`config.mk`:
```
export PLATFORM = sky130hd
export DESIGN_NAME = regfile_sb
export DESIGN_NICKNAME = d
export VERILOG_FILES = /design/src/rtl/regfile_pkg.sv /design/src/rtl/rf_scoreboard.sv /design/src/rtl/regfile_sb.sv
export SDC_FILE = /design/constraint.sdc
export NUM_CORES = 2
export LEC_CHECK = 0
export CORE_ASPECT_RATIO = 1.5
export CORE_UTILIZATION = 60
export CTS_BUF_LIST = sky130_fd_sc_hd__clkbuf_8
export DETAILED_ROUTE_END_ITERATION = 8
export GPL_ROUTABILITY_DRIVEN = 1
export HOLD_SLACK_MARGIN = 0.08
export PLACE_DENSITY_LB_ADDON = 0.25
export SLEW_MARGIN = 0
export SYNTH_ARGS = -nofsm -noshare
export SYNTH_HDL_FRONTEND = slang
export SYNTH_SLANG_ARGS = --single-unit
```
`constraint.sdc`:
```
create_clock -name clk -period 5.8 [get_ports clk]
set_clock_uncertainty 0.05 [all_clocks]
set_input_delay 1.16 -clock clk [delete_from_list [all_inputs] [get_ports clk]]
set_output_delay 1.16 -clock clk [all_outputs]
set_load 0.01 [all_outputs]
```
`src/rtl/regfile_pkg.sv`:
```
// Shared constants and types for the RV32 integer register file and its write scoreboard.
package regfile_pkg;

    localparam int XLEN_DEFAULT  = 32;
    localparam int NREGS_DEFAULT = 32;
    localparam int ZERO_REG      = 0;

    typedef logic [4:0]  reg_addr_t;
    typedef logic [31:0] xdata_t;

endpackage

```
`src/rtl/rf_scoreboard.sv`:
```
// Busy-bit scoreboard: issue sets, writeback clears, set wins on same-address collision.
// Outputs are registered (visible the cycle after the edge); accepts iss/wb every cycle, no backpressure.
module rf_scoreboard
    import regfile_pkg::*;
#(
    parameter  int NREGS = NREGS_DEFAULT,
    localparam int AW    = $clog2(NREGS)
) (
    input  logic             clk,
    input  logic             rst,
    input  logic             iss_valid,
    input  logic [AW-1:0]    iss_addr,
    input  logic             wb_valid,
    input  logic [AW-1:0]    wb_addr,
    output logic [NREGS-1:0] busy,
    output logic [AW:0]      busy_cnt
);

    logic [NREGS-1:0] r_busy;
    logic [NREGS-1:0] w_busy_nxt;
    logic [AW:0]      r_cnt;
    logic             w_set;
    logic             w_clr;
    logic             w_inc;
    logic             w_dec;

    assign w_set = iss_valid && (iss_addr != AW'(ZERO_REG));
    // A writeback to the register being re-issued this cycle must not clear it.
    assign w_clr = wb_valid && (wb_addr != AW'(ZERO_REG)) && !(w_set && (wb_addr == iss_addr));

    // Count only real bit transitions so WAW issues and stray writebacks leave the count alone.
    assign w_inc = w_set && !r_busy[iss_addr];
    assign w_dec = w_clr && r_busy[wb_addr];

    always_comb begin
        w_busy_nxt = r_busy;
        if (w_clr) begin
            w_busy_nxt[wb_addr] = 1'b0;
        end
        if (w_set) begin
            w_busy_nxt[iss_addr] = 1'b1;
        end
    end

    always_ff @(posedge clk) begin
        if (rst) begin
            r_busy <= '0;
            r_cnt  <= '0;
        end else begin
            r_busy <= w_busy_nxt;
            r_cnt  <= r_cnt + {{AW{1'b0}}, w_inc} - {{AW{1'b0}}, w_dec};
        end
    end

    assign busy     = r_busy;
    assign busy_cnt = r_cnt;

endmodule

```
`src/rtl/regfile_sb.sv`:
```
// Multi-read-port register file (x0 = 0) with write scoreboard; reads combinational, writes at the edge.
// No backpressure. Define REGFILE_BYPASS_EN to forward same-cycle writeback data to matching read ports.
module regfile_sb
    import regfile_pkg::*;
#(
    parameter  int XLEN   = XLEN_DEFAULT,
    parameter  int NREGS  = NREGS_DEFAULT,
    parameter  int NUM_RD = 2,
    localparam int AW     = $clog2(NREGS)
) (
    input  logic                   clk,
    input  logic                   rst,
    input  logic [NUM_RD*AW-1:0]   rd_addr,
    output logic [NUM_RD*XLEN-1:0] rd_data,
    output logic [NUM_RD-1:0]      rd_busy,
    input  logic                   iss_valid,
    input  logic [AW-1:0]          iss_addr,
    input  logic                   wb_valid,
    input  logic [AW-1:0]          wb_addr,
    input  logic [XLEN-1:0]        wb_data,
    output logic [AW:0]            busy_cnt,
    output logic                   all_idle
);

    logic [XLEN-1:0]  r_regs [NREGS];
    logic [NREGS-1:0] w_busy;
    logic [AW:0]      w_busy_cnt;
    logic             w_we;

    assign w_we = wb_valid && (wb_addr != AW'(ZERO_REG));

    always_ff @(posedge clk) begin
        if (rst) begin
            for (int i = 0; i < NREGS; i++) begin
                r_regs[i] <= '0;
            end
        end else if (w_we) begin
            r_regs[wb_addr] <= wb_data;
        end
    end

    rf_scoreboard #(
        .NREGS     (NREGS)
    ) u_scoreboard (
        .clk       (clk),
        .rst       (rst),
        .iss_valid (iss_valid),
        .iss_addr  (iss_addr),
        .wb_valid  (wb_valid),
        .wb_addr   (wb_addr),
        .busy      (w_busy),
        .busy_cnt  (w_busy_cnt)
    );

    for (genvar k = 0; k < NUM_RD; k++) begin : g_rd
        logic [AW-1:0]   w_addr;
        logic [XLEN-1:0] w_data;
        logic            w_bsy;

        assign w_addr = rd_addr[k*AW +: AW];

        always_comb begin
            w_data = (w_addr == AW'(ZERO_REG)) ? '0 : r_regs[w_addr];
            w_bsy  = w_busy[w_addr];
`ifdef REGFILE_BYPASS_EN
            // Forwarded value is complete unless a new producer claims the register this cycle.
            if (w_we && (wb_addr == w_addr)) begin
                w_data = wb_data;
                w_bsy  = iss_valid && (iss_addr == w_addr);
            end
`endif
        end

        assign rd_data[k*XLEN +: XLEN] = w_data;
        assign rd_busy[k]              = w_bsy;
    end

    assign busy_cnt = w_busy_cnt;
    assign all_idle = (w_busy_cnt == '0);

endmodule

```
==> impl_results.md <==
- Syn_area_per_cell: 15.7 µm²
- All-Layer GR Usage: 0.374
- Initial detailed-routing violation count: 6,072
- Post-route ant nets: 0
- Fin worst setup slack: approximately 0.43 ns
- Class of the worst hold path: flop to flop
- Final number of hold-violating endpoints: 0
- Final Critical Period: between 5 and 6 ns
- CP Data Arrival Time: approximately 4.2 ns
- Worst setup EP type: output pin
- Placed Cells: 4,814
- Post-Synthesis Cells: ~3,600
- Yosys warning total: 0
- Total Neg Setup Slack: 0 ns
- Via count: approximately 37,000
- FF-to-FF setup slack: ~2.5 ns
- Number of synthesized flops with an enable pin: 1,024
- CORE AREA: around 93,000 µm²
- Top-count cell post-synth: edfxtp_1
- Final Setup Violations: 0
- Synth area leader: edfxtp_1
- Final instance area: 63,500 µm²
- Hold Crit Depth: 1
- Initial Util: 0.608
- First-pass GRT wire length: about 250 mm
- Worst r2r src: u_scoreboard.busy[3]
- Row cnt: 137
- Critical Path Source: rd_addr[3]
- Cts hold-fix bufs: 0
- Ys async rst share: 0
- Unrepaired setup endpoints after global routing: no
- Leak: 21.7 nW
- Num CTS Buffers: 158
- Clock Sink Count: 1,062
- Pre-CTS WS: about 0.45 ns
- Placed cell areas: around 61,000 µm²
- Synth cell count leaders: 1,024 x edfxtp_1, 996 x and2_1, 609 x mux4_2
- Drt total wl: 176 mm
- Peak supply drop: 0.189 mV
- GPL Wtd Cong: 0.913
- Full die area: around 96,000 µm²
- CTS Buffer Depth: 3
- Post-CTS sizing: 0
- Via density: 7.20
- Slew @ Worst Pin: 1.38 ns
- Synth Cell Area: 56,800 µm²
- Max-slew violation count: 0
- DRC: 0
- Reg2reg path depth: 14
- Startpoint types: primary input
- Synth area leaders: edfxtp_1 54%, mux4_2 24%, and2_1 11%
- Post-synth top area share: 0.541
- Post-synthesis sequential area ratio: 0.555
- Pre-Repair DR Iteration Count: 6
- Crit-path max FO: 13
- Final cell count without fillers: 5,104
- Chip width: roughly 250 µm
- Die Ht: 379 µm
- Hold_ws: roughly 0.5 ns
- # H-tree levels: 4
- Max-cap violations: 0
- CTS tree: done
- Fin nets: between 3,000 and 4,000
- Critical Path RT: 4.59 ns
- Post-CTS Setup Inserts: 0
- IO Pins: 129
- Max-Slew Margin vs Limit: 0.0760
- PD cells: 277 nW/µm²
- Root Buffer: clkbuf_8
- Status: completed
- Vias in the first global route: 38,000
- Largest net degree at the start of global routing: 55
- Port Buffers: 128
- Gr ovfl total: 0
- Ys flop type: edfxtp_1
- Worst Min Path Start: u_scoreboard.busy[0]
- Area grow syn2layout: 11.8%
- Tcrit/Tclk final: 0.926
- DP Wirelength: 106 mm
- Post-synth cell types: 48
- Register bit total from synthesis: 1,062
- Fraction of layout cells with a size suffix above 1: 0.281
- Drt wl/cell: 34.4 µm
- Setup CP Type: primary input to output pin
- Initial antenna violation count: 7
- Clk_lat worst skew: 0.87 ns
- Maximum clock rate: approximately 190 MHz
- Clock transition at the registers of the reported paths: 0.06 ns
area by class of cell:
type | instances | area [µm²]
sequential | 1062 | 31500
tap | 1251 | 1570
antenna | 8 | 20.0
clock buffer | 159 | 2190
multi-input combinational | 2139 | 24000
fill | 6119 | 29900
timing repair buffer | 320 | 3240
inverter | 42 | 159
clock inverter | 123 | 793
cells in the final DEF (no fill, tap or decap), types with 40 or more instances in the layout:
master,Yosys,routed
inv_1,42,82
mux4_2,609,609
clkinv_1,0,40
clkbuf_8,0,159
clkdlybuf4s50_1,0,117
buf_4,13,153
nor2b_1,67,66
buf_12,0,41
and2_1,996,996
mux2i_1,48,48
edfxtp_1,1024,1024
worst max-delay path: stages:
cell and delay (ns):
buf_4 0.25, nor2_1 0.16, buf_4 0.21, nand2_1 0.33, buf_4 0.35, o221ai_1 0.43, a221oi_1 0.51, buf_4 0.18
clkdlybuf4s50_1 0.53
worst paths after layout:
check | to
worst max-delay path | rd_data[11]
worst min-delay path | u_scoreboard.busy[0]
worst max register to register | u_scoreboard.busy_cnt[4]
worst min register to register | u_scoreboard.busy[0]
flip-flops by register name (all words and copies together), names as in the netlist:
| register | flops |
|---|---|
| r_regs | 1024 |
| u_scoreboard.busy | 32 |
| u_scoreboard.busy_cnt | 6 |
per-layer routing:
layer  GRT usage  wire length (µm)
met5           0                13
met4       0.219             10800
met3      0.0968             21200
met2       0.603             86100
met1       0.459             57600
stage by stage:
| stage | power, mW | util |
|---|---|---|
| after global routing | 18.0 | 0.680 |
| final | 17.6 | 0.680 |
| after CTS | 17.6 | 0.680 |
| after floorplan | 10.7 | - |
| after detailed placement | 11.7 | 0.648 |
| after global placement | 11.6 | 0.648 |
report_power, final:
| part | internal (mW) | total, mW | switching [mW] |
|---|---|---|---|
| registers | 8.83 | 9.07 | 0.233 |
| clock network | 2.95 | 5.98 | 3.03 |
| logic | 1.19 | 2.54 | 1.35 |
| total | 13.0 | 17.6 | 4.62 |
logic make-up (layout without fill, tap and decap cells):
family | after synthesis | count (layout) | share of synthesized area
simple gates | 1220 | 1220 | 0.131
flops | 1062 | 1062 | 0.555
mux | 659 | 659 | 0.250
buf+inv | 446 | 644 | 0.0320
compound gates | 211 | 211 | 0.0291
fa+ha+maj | 9 | 9 | 0.00211
xor+xnor | 8 | 8 | 0.00123
other cells | 1 | 40 | 0.0000660
No activity file was read; power rests on OpenSTA's default activity.
